## src/rtl/ysyx_24110015_mem_arbiter_if.sv

```systemverilog
// Bus bundle between the IFU/LSU requesters, the memory arbiter and the single memory port.
// The master view belongs to the arbiter; the slave view belongs to the core and memory side.
interface ysyx_24110015_mem_arbiter_if #(
  parameter int ADDR_W = 32,
  parameter int DATA_W = 32
);
  logic              ifu_req_valid;
  logic              ifu_req_ready;
  logic [ADDR_W-1:0] ifu_addr;
  logic              ifu_rsp_valid;
  logic [DATA_W-1:0] ifu_rsp_data;

  logic                ifu_unused_pad;
  logic                lsu_req_valid;
  logic                lsu_req_ready;
  logic [ADDR_W-1:0]   lsu_addr;
  logic                lsu_wen;
  logic [DATA_W-1:0]   lsu_wdata;
  logic [DATA_W/8-1:0] lsu_wmask;
  logic                lsu_rsp_valid;
  logic [DATA_W-1:0]   lsu_rsp_data;

  logic                mem_req_valid;
  logic                mem_req_ready;
  logic [ADDR_W-1:0]   mem_addr;
  logic                mem_wen;
  logic [DATA_W-1:0]   mem_wdata;
  logic [DATA_W/8-1:0] mem_wmask;
  logic                mem_rsp_valid;
  logic [DATA_W-1:0]   mem_rsp_data;

  logic                rsp_err;

  modport master (
    input  ifu_req_valid, ifu_addr,
    input  lsu_req_valid, lsu_addr, lsu_wen, lsu_wdata, lsu_wmask,
    input  mem_req_ready, mem_rsp_valid, mem_rsp_data,
    output ifu_req_ready, ifu_rsp_valid, ifu_rsp_data,
    output lsu_req_ready, lsu_rsp_valid, lsu_rsp_data,
    output mem_req_valid, mem_addr, mem_wen, mem_wdata, mem_wmask,
    output rsp_err
  );

  modport slave (
    output ifu_req_valid, ifu_addr,
    output lsu_req_valid, lsu_addr, lsu_wen, lsu_wdata, lsu_wmask,
    output mem_req_ready, mem_rsp_valid, mem_rsp_data,
    input  ifu_req_ready, ifu_rsp_valid, ifu_rsp_data,
    input  lsu_req_ready, lsu_rsp_valid, lsu_rsp_data,
    input  mem_req_valid, mem_addr, mem_wen, mem_wdata, mem_wmask,
    input  rsp_err
  );
endinterface

```

## src/rtl/ysyx_24110015_mem_arbiter.sv

```systemverilog
// Single-outstanding IFU/LSU memory arbiter with response watchdog.
// Define YSYX_24110015_ARB_RR_EN for round-robin arbitration; fixed LSU priority otherwise.
module ysyx_24110015_mem_arbiter #(
  parameter int ADDR_W  = 32,
  parameter int DATA_W  = 32,
  parameter int TIMEOUT = 1024
) (
  input logic                          clk,
  input logic                          rst,
  ysyx_24110015_mem_arbiter_if.master  bus
);
  localparam int CNT_W = $clog2(TIMEOUT) + 1;
  localparam logic [CNT_W-1:0] CNT_LAST = CNT_W'(TIMEOUT - 1);

  localparam logic [1:0] S_IDLE = 2'd0;
  localparam logic [1:0] S_REQ  = 2'd1;
  localparam logic [1:0] S_WAIT = 2'd2;

  localparam logic OWN_IFU = 1'b0;
  localparam logic OWN_LSU = 1'b1;

  logic [1:0]          state;
  logic                owner;
  logic [CNT_W-1:0]    cnt;
  logic [ADDR_W-1:0]   addr_q;
  logic                wen_q;
  logic [DATA_W-1:0]   wdata_q;
  logic [DATA_W/8-1:0] wmask_q;

  logic                grant_any;
  logic                grant_lsu;
  logic                timeout_hit;
  logic                rsp_fire;
  logic [DATA_W-1:0]   rsp_data;

`ifdef YSYX_24110015_ARB_RR_EN
  logic last_grant;

  // Under contention the requester that did not win last time takes the port.
  always_comb begin
    grant_lsu = bus.lsu_req_valid;
    if (bus.lsu_req_valid && bus.ifu_req_valid)
      grant_lsu = (last_grant == OWN_IFU);
  end

  always_ff @(posedge clk) begin
    if (rst)
      last_grant <= OWN_IFU;
    else if (grant_any)
      last_grant <= grant_lsu ? OWN_LSU : OWN_IFU;
  end
`else
  always_comb grant_lsu = bus.lsu_req_valid;
`endif

  assign grant_any   = !rst && (state == S_IDLE) && (bus.ifu_req_valid || bus.lsu_req_valid);
  assign timeout_hit = (cnt == CNT_LAST);
  assign rsp_fire    = !rst && (state == S_WAIT) && (bus.mem_rsp_valid || timeout_hit);
  assign rsp_data    = bus.mem_rsp_valid ? bus.mem_rsp_data : '0;

  assign bus.ifu_req_ready = grant_any && !grant_lsu;
  assign bus.lsu_req_ready = grant_any && grant_lsu;

  assign bus.ifu_rsp_valid = rsp_fire && (owner == OWN_IFU);
  assign bus.lsu_rsp_valid = rsp_fire && (owner == OWN_LSU);
  assign bus.ifu_rsp_data  = bus.ifu_rsp_valid ? rsp_data : '0;
  assign bus.lsu_rsp_data  = bus.lsu_rsp_valid ? rsp_data : '0;
  assign bus.rsp_err       = rsp_fire && !bus.mem_rsp_valid;

  assign bus.mem_req_valid = !rst && (state == S_REQ);
  assign bus.mem_addr      = addr_q;
  assign bus.mem_wen       = wen_q;
  assign bus.mem_wdata     = wdata_q;
  assign bus.mem_wmask     = wmask_q;

  always_ff @(posedge clk) begin
    if (rst) begin
      state   <= S_IDLE;
      owner   <= OWN_IFU;
      cnt     <= '0;
      addr_q  <= '0;
      wen_q   <= 1'b0;
      wdata_q <= '0;
      wmask_q <= '0;
    end else begin
      case (state)
        S_IDLE: begin
          if (grant_any) begin
            state <= S_REQ;
            if (grant_lsu) begin
              owner   <= OWN_LSU;
              addr_q  <= bus.lsu_addr;
              wen_q   <= bus.lsu_wen;
              wdata_q <= bus.lsu_wdata;
              wmask_q <= bus.lsu_wmask;
            end else begin
              owner   <= OWN_IFU;
              addr_q  <= bus.ifu_addr;
              wen_q   <= 1'b0;
              wdata_q <= '0;
              wmask_q <= '0;
            end
          end
        end
        S_REQ: begin
          if (bus.mem_req_ready) begin
            state <= S_WAIT;
            cnt   <= '0;
          end
        end
        S_WAIT: begin
          // A real response wins over a watchdog expiry in the same cycle.
          if (bus.mem_rsp_valid || timeout_hit)
            state <= S_IDLE;
          else
            cnt <= cnt + 1'b1;
        end
        default: state <= S_IDLE;
      endcase
    end
  end
endmodule

```

## src/flat_wrapper.sv

```systemverilog
// flat-port wrapper written by rule: the top's interface ports become plain ports
module ysyx_24110015_mem_arbiter_flat 
#(
  parameter int ADDR_W  = 32,
  parameter int DATA_W  = 32,
  parameter int TIMEOUT = 1024
)
  (clk, rst, bus_ifu_req_valid, bus_ifu_addr, bus_lsu_req_valid, bus_lsu_addr, bus_lsu_wen, bus_lsu_wdata, bus_lsu_wmask, bus_mem_req_ready, bus_mem_rsp_valid, bus_mem_rsp_data, bus_ifu_req_ready, bus_ifu_rsp_valid, bus_ifu_rsp_data, bus_lsu_req_ready, bus_lsu_rsp_valid, bus_lsu_rsp_data, bus_mem_req_valid, bus_mem_addr, bus_mem_wen, bus_mem_wdata, bus_mem_wmask, bus_rsp_err);
  ysyx_24110015_mem_arbiter_if #(.ADDR_W(ADDR_W), .DATA_W(DATA_W)) bus_i ();
  input logic clk;
  input logic rst;
  input wire logic [$bits(bus_i.ifu_req_valid)-1:0] bus_ifu_req_valid;
  input wire logic [$bits(bus_i.ifu_addr)-1:0] bus_ifu_addr;
  input wire logic [$bits(bus_i.lsu_req_valid)-1:0] bus_lsu_req_valid;
  input wire logic [$bits(bus_i.lsu_addr)-1:0] bus_lsu_addr;
  input wire logic [$bits(bus_i.lsu_wen)-1:0] bus_lsu_wen;
  input wire logic [$bits(bus_i.lsu_wdata)-1:0] bus_lsu_wdata;
  input wire logic [$bits(bus_i.lsu_wmask)-1:0] bus_lsu_wmask;
  input wire logic [$bits(bus_i.mem_req_ready)-1:0] bus_mem_req_ready;
  input wire logic [$bits(bus_i.mem_rsp_valid)-1:0] bus_mem_rsp_valid;
  input wire logic [$bits(bus_i.mem_rsp_data)-1:0] bus_mem_rsp_data;
  output wire logic [$bits(bus_i.ifu_req_ready)-1:0] bus_ifu_req_ready;
  output wire logic [$bits(bus_i.ifu_rsp_valid)-1:0] bus_ifu_rsp_valid;
  output wire logic [$bits(bus_i.ifu_rsp_data)-1:0] bus_ifu_rsp_data;
  output wire logic [$bits(bus_i.lsu_req_ready)-1:0] bus_lsu_req_ready;
  output wire logic [$bits(bus_i.lsu_rsp_valid)-1:0] bus_lsu_rsp_valid;
  output wire logic [$bits(bus_i.lsu_rsp_data)-1:0] bus_lsu_rsp_data;
  output wire logic [$bits(bus_i.mem_req_valid)-1:0] bus_mem_req_valid;
  output wire logic [$bits(bus_i.mem_addr)-1:0] bus_mem_addr;
  output wire logic [$bits(bus_i.mem_wen)-1:0] bus_mem_wen;
  output wire logic [$bits(bus_i.mem_wdata)-1:0] bus_mem_wdata;
  output wire logic [$bits(bus_i.mem_wmask)-1:0] bus_mem_wmask;
  output wire logic [$bits(bus_i.rsp_err)-1:0] bus_rsp_err;
  assign bus_i.ifu_req_valid = bus_ifu_req_valid;
  assign bus_i.ifu_addr = bus_ifu_addr;
  assign bus_i.lsu_req_valid = bus_lsu_req_valid;
  assign bus_i.lsu_addr = bus_lsu_addr;
  assign bus_i.lsu_wen = bus_lsu_wen;
  assign bus_i.lsu_wdata = bus_lsu_wdata;
  assign bus_i.lsu_wmask = bus_lsu_wmask;
  assign bus_i.mem_req_ready = bus_mem_req_ready;
  assign bus_i.mem_rsp_valid = bus_mem_rsp_valid;
  assign bus_i.mem_rsp_data = bus_mem_rsp_data;
  assign bus_ifu_req_ready = bus_i.ifu_req_ready;
  assign bus_ifu_rsp_valid = bus_i.ifu_rsp_valid;
  assign bus_ifu_rsp_data = bus_i.ifu_rsp_data;
  assign bus_lsu_req_ready = bus_i.lsu_req_ready;
  assign bus_lsu_rsp_valid = bus_i.lsu_rsp_valid;
  assign bus_lsu_rsp_data = bus_i.lsu_rsp_data;
  assign bus_mem_req_valid = bus_i.mem_req_valid;
  assign bus_mem_addr = bus_i.mem_addr;
  assign bus_mem_wen = bus_i.mem_wen;
  assign bus_mem_wdata = bus_i.mem_wdata;
  assign bus_mem_wmask = bus_i.mem_wmask;
  assign bus_rsp_err = bus_i.rsp_err;
  ysyx_24110015_mem_arbiter #(.ADDR_W(ADDR_W), .DATA_W(DATA_W), .TIMEOUT(TIMEOUT)) u_core (.clk(clk), .rst(rst), .bus(bus_i));
endmodule
```

## config.mk

```make
export PLATFORM = sky130hd
export DESIGN_NAME = ysyx_24110015_mem_arbiter_flat
export DESIGN_NICKNAME = d
export VERILOG_FILES = /design/src/rtl/ysyx_24110015_mem_arbiter_if.sv /design/src/rtl/ysyx_24110015_mem_arbiter.sv /design/src/flat_wrapper.sv
export SDC_FILE = /design/constraint.sdc
export NUM_CORES = 1
export LEC_CHECK = 0
export ABC_AREA = 1
export ABC_CLOCK_PERIOD_IN_PS = 4500
export BUFFER_PORTS_ARGS = -buffer_cell sky130_fd_sc_hd__buf_4
export CELL_PAD_IN_SITES_DETAIL_PLACEMENT = 1
export CELL_PAD_IN_SITES_GLOBAL_PLACEMENT = 2
export CORE_ASPECT_RATIO = 1.5
export CORE_MARGIN = 2
export CORE_UTILIZATION = 22
export CTS_BUF_LIST = sky130_fd_sc_hd__clkbuf_4 sky130_fd_sc_hd__clkbuf_8
export DETAILED_ROUTE_END_ITERATION = 7
export HOLD_SLACK_MARGIN = 0.1
export PLACE_DENSITY_LB_ADDON = 0.1
export SLEW_MARGIN = 5
export SYNTH_ARGS = -nofsm -noshare
export SYNTH_HDL_FRONTEND = slang
export SYNTH_SLANG_ARGS = --single-unit
```

## constraint.sdc

```tcl
create_clock -name clk -period 4.5 [get_ports clk]
set_input_delay 0.45 -clock clk [delete_from_list [all_inputs] [get_ports clk]]
set_output_delay 0.45 -clock clk [all_outputs]
set_load 0.02 [all_outputs]
```

# Word-level counts from Yosys, hierarchy flattened
# Index checks and enable logic that the tools add are counted.
totals:
  latch_bits: 0
  elab_cells: 51
  n_memories: 0
  romBits: 0
  register_bits: 83
  in_bits: 139
  ramBits: 0
  out_inout_bits: 139
classes:
  reduce_logical: 20
  n_mux: 15
  eq_ne: 7
  div: 0
  shifts: 0
  bitwise: 1
  n_addsub: 1
  magnitude_cmp: 0
  multipliers: 0
op_table:
  columns: ["cell", "n"]
  rows:
  - ["2-to-1 mux 32 bit", 5]
  - ["2-to-1 mux 11 bit", 2]
  - ["one-hot mux 11 bit (2 select lines)", 1]
  - ["adder 11 x 1 -> 11 bit (second input constant)", 1]
  - ["== test 11 x 10 -> 1 bit (second input constant)", 1]
  - ["logical AND 1 bit", 10]
  - ["2-to-1 mux 2 bit", 3]
  - ["!= test 2 bit (second input constant)", 3]
  - ["one-hot mux 2 bit (3 select lines)", 1]
  - ["AND reduction 3 bit", 2]
  - ["2-to-1 mux 4 bit", 1]
  - ["logical NOT 1 bit", 3]
  - ["== test 2 x 1 -> 1 bit (second input constant)", 1]
  - ["== test 2 bit (second input constant)", 1]
  - ["logical NOT 2 bit", 1]
  - ["logical OR 1 bit", 2]
  - ["2-to-1 mux 1 bit", 2]
  - ["!= test 2 x 1 -> 1 bit (second input constant)", 1]
  - ["AND reduction 2 bit", 1]
  - ["nonzero test 2 bit", 1]
  - ["inverter 1 bit", 1]

# Longest topological paths before layout
depth:
  word_depth: 5
  ltp_mapped: 11
  depth_no_buf: 10

# Worst setup path after synthesis
# Ideal clock, no wire load.
synth_path:
  path_type: "register -> output"
  startpoint: "register u_core.cnt[0]"
  endpoint: "output bus_lsu_rsp_data[10]"
  path_stages_with_launch: 11
  n_path_buf: 1
  arrival_time_ps: 1713
  slack_ps: 2337
  t_required_ps: 4050
  path_cell_list: "dfxtp_1 > ha_1 > nand2_2 > nor2_4 > nand3_2 > nand2_2 > nand2_4 > nor2_4 > inv_2 > buf_6 > nor2_1"
synth_between:
  elab_chain_len: 5
synth_rtl:
  columns: ["item", "line", "rtl"]
  rows:
  - ["start, declared", "ysyx_24110015_mem_arbiter.sv:24", "logic [CNT_W-1:0] cnt;"]
  - ["start signal, assigned", "ysyx_24110015_mem_arbiter.sv:116", "cnt <= cnt + 1'b1;"]
  - ["== test 11 x 10 -> 1 bit", "ysyx_24110015_mem_arbiter.sv:57", "assign timeout_hit = (cnt == CNT_LAST);"]
  - ["logical OR 1 bit", "ysyx_24110015_mem_arbiter.sv:58", "assign rsp_fire = !rst && (state == S_WAIT) && (bus.mem_rsp_valid || timeout_hit);"]
  - ["logical AND 1 bit", "ysyx_24110015_mem_arbiter.sv:58", null]
  - ["logical AND 1 bit", "ysyx_24110015_mem_arbiter.sv:65", "assign bus.lsu_rsp_valid = rsp_fire && (owner == OWN_LSU);"]
  - ["via bus_lsu_rsp_valid", "flat_wrapper.sv:26", "output wire logic [$bits(bus_i.lsu_rsp_valid)-1:0] bus_lsu_rsp_valid;"]
  - ["2-to-1 mux 32 bit", "ysyx_24110015_mem_arbiter.sv:67", "assign bus.lsu_rsp_data = bus.lsu_rsp_valid ? rsp_data : '0;"]
  - ["end, declared", "flat_wrapper.sv:27", "output wire logic [$bits(bus_i.lsu_rsp_data)-1:0] bus_lsu_rsp_data;"]
# The timed path passes the listed nets, and every way through them passes these cells.

# Worst setup path after layout
layout_path:
  startpoint: "register u_core.state[1]"
  endpoint: "output bus_lsu_req_ready"
layout_between:
  elab_chain_len: 4
layout_rtl:
  columns: ["item", "line", "rtl"]
  rows:
  - ["start, declared", "ysyx_24110015_mem_arbiter.sv:22", "logic [1:0] state;"]
  - ["start signal, assigned", "ysyx_24110015_mem_arbiter.sv:78", "state <= S_IDLE;"]
  - ["start signal, assigned", "ysyx_24110015_mem_arbiter.sv:89", "state <= S_REQ;"]
  - ["start signal, assigned", "ysyx_24110015_mem_arbiter.sv:107", "state <= S_WAIT;"]
  - ["logical NOT 2 bit", "ysyx_24110015_mem_arbiter.sv:56", "assign grant_any = !rst && (state == S_IDLE) && (bus.ifu_req_valid || bus.lsu_req_valid);"]
  - ["logical AND 1 bit (2 in a row)", "ysyx_24110015_mem_arbiter.sv:56", null]
  - ["logical AND 1 bit", "ysyx_24110015_mem_arbiter.sv:62", "assign bus.lsu_req_ready = grant_any && grant_lsu;"]
  - ["end, declared", "flat_wrapper.sv:25", "output wire logic [$bits(bus_i.lsu_req_ready)-1:0] bus_lsu_req_ready;"]
# Every way passes these cells.

==> impl_metrics.csv <==
group,metric,value,unit
drt,detail-route-antenna-nets,0,
critical_path,cp_max_fo,39,
critical_path,path_buf_inv,3,
grt,overflow,0,
timing,fin_crit,3050,ps
final_layout,finish.instance_area,0.00653,mm^2
grt,grt_max_degree,42,
critical_path,cpMaxStageDelayCell,"inv_2",
floorplan,die-width,116,um
cts,cts_inserted_buffers,9,
place,port_buffers,277,
timing,max_slew_margin,26.5,%
grt,grt_use_total,16.9,%
grt,antenna_found_initial,0,
critical_path,critPathMaxStageDelay,520,ps
floorplan,dieHeight,172,um
timing,hold_viol,0,
final_layout,num_antenna_cells,0,
run,cap_violations,0,
drt,drc,0,
timing,max_slew.worst_pin.slew,1100,ps
timing,finalSetupTns,0,ps
drt,first_pass_iters,4,
place,place_ws,1420,ps
synth,avgSynthCellArea,6.30,um^2
synth,ys_warn_count,0,
pwr,p_int,1.25,mW
critical_path,r2r_slack,2100,ps
critical_path,critPathTopFamily,"buffers and inverters",
critical_path,crit_required,4050,ps
synth,synth_edf_count,0,
cts,cts_tree,"built",
floorplan,initial_core_util,22.3,%
cts,cts_setup_buffers,0,
floorplan,dieArea,0.0199,mm^2
place,dpl_cell_area,0.00630,mm^2
cts,clk_latency,360,ps
final_layout,nets,1045,
timing,rsz0062_at_grt,"false",
timing,fin_crit_sh,67.7,%
floorplan,coreArea,0.0185,mm^2
outcome,status,"finished clean",
cts,clkTransAtPathRegs,90,ps
place,dpl.hpwl,13600,um
grt,grt_pass1_vias,5170,
synth,synthFlopType,"dfxtp_1",
pwr,pwr_density_cell,272,mW/mm^2
pwr,switching_power,0.528,mW
floorplan,rows,61,
synth,synthArstFlopShare,0,%
critical_path,crit_path_end_kind,"primary output",
final_layout,nFillCells,2411,
timing,clock.fmax,0.328,GHz
critical_path,cp_common_cell,"buf_4",
final_layout,final_layout_size_suffix_gt1_share,34.5,%
floorplan,ios,278,
synth,syn_inst,655,
critical_path,cp.arrival,2600,ps
drt,drt-total-wl,17500,um
grt,grt_first_pass_wirelength,26200,um
cts,ctsLongestPathBuffers,2,
critical_path,crit_chain,"nor2_2, o21ai_4, buf_4, nor2_8, nand2_2, inv_2, buf_4",
min_path,hold_class,"in2reg",
synth,syn_area,0.00412,mm^2
cts,cts_root_buf,"clkbuf_8",
timing,holdWs,310,ps
synth,ys_seq_area_share,40.3,%
synth,synth_nets,795,
pwr,clockPowerShare,34.1,%
pwr,swShare,29.7,%
timing,setup_violations,0,
cts,h-tree-depth,3,
synth,synth_cell_types,26,
drt,vias_per_cell,4.34,
critical_path,worstSetupPathType,"reg2out",
cts,cts_resized,0,
timing,drv_slew,0,
final_layout,finish.utilization,35.3,%
drt,drt_iter0_drc,119,
cts,ctsHoldBuffers,0,
critical_path,worstSetupStartpointType,"register",
cts,clock-sinks,83,
final_layout,syn_to_final_growth,58.3,%
pwr,ir_drop,117,uV
place,globalplace.congestion,0.752,
timing,setup_ws,1450,ps
pwr,p_seq_share,44.6,%
pwr,combPwrFrac,21.3,%
drt,vias,5038,
synth,synth-seq-cells,83,
timing,finalClockSkew,10.8,ps
drt,wl_per_cell,15.1,um
pwr,p_leak,3.14,nW
## synth_stat cells, drive strengths merged (2+ instances only)
master | instances | area [um^2]
buf | 23 | 170
nand4 | 2 | 12.5
nand3 | 15 | 85.1
dfxtp | 83 | 1660
nor2 | 90 | 382
a21oi | 75 | 375
inv | 22 | 82.6
nor3b | 3 | 22.5
clkbuf | 18 | 67.6
nand2 | 317 | 1210
o21ai | 3 | 26.3
## state kept, by name, indices dropped and copies added, names as in the netlist
signal,count
u_core.bus.mem_wmask,4
u_core.state,2
u_core.bus.mem_wdata,32
u_core.owner,1
u_core.bus.mem_wen,1
u_core.bus.mem_addr,32
u_core.cnt,11
## final cells by class
cell class | count | area [um^2] | share of cell area [%]
Tap cell | 252 | 315 | 4.83
Timing Repair Buffer | 280 | 2100 | 32.2
Clock inverter | 7 | 98.8 | 1.51
Inverter | 23 | 86.3 | 1.32
Multi-Input combinational cell | 508 | 2140 | 32.8
Clock buffer | 9 | 124 | 1.90
Sequential cell | 83 | 1660 | 25.5
## kinds of logic after synthesis
kind of cell	Yosys count	synth area share, %
DFF	83	40.3
adders and majority gates	1	0.303
AOI/OAI and AO/OA	79	9.92
buffers and inverters	64	7.86
and+or+nand+nor	428	41.6
## metrics by stage
stage	total power [mW]	std cells
3_5_place_dp	1.19	1146
5_1_grt	1.88	1162
3_3_place_gp	1.19	1146
6_report	1.78	1162
2_1_floorplan	1.00	655
4_1_cts	1.81	1162
## worst paths after layout
path,cells after the start,start,end
setup reg to reg,6,u_core.state[1],u_core.state[0]
hold reg to reg,2,u_core.bus.mem_addr[23],u_core.bus.mem_addr[23]
setup / recovery,7,u_core.state[1],bus_lsu_req_ready
hold / removal,2,bus_mem_req_ready,u_core.state[0]
## cells in the final DEF (no fill, tap or decap), types with 3 or more instances in the layout
cell,n
buf_4,280
nor3b_1,3
dfxtp_1,83
nor2_4,3
nand3_1,13
inv_1,18
inv_2,4
nand2_1,312
nor2_1,84
clkbuf_8,9
nand2_2,4
a21oi_1,75
## power groups by stage
stage / Combinational (mW) / Sequential, mW / Clock, mW
2_1_floorplan: 0.160 / 0.841 / 0
3_3_place_gp: 0.379 / 0.808 / 0
3_5_place_dp: 0.386 / 0.808 / 0
4_1_cts: 0.387 / 0.792 / 0.635
5_1_grt: 0.418 / 0.796 / 0.661
6_report: 0.379 / 0.791 / 0.606
## routing by layer
layer	GRT usage, %	part of all wire, %	vias up
met2	32.6	54	186
li1	-	-	2520
met3	4.47	7.5	38
met1	16.1	34	2294
met5	0	0	-
met4	8.85	4.5	0
(Power assumes the default switching activity.)
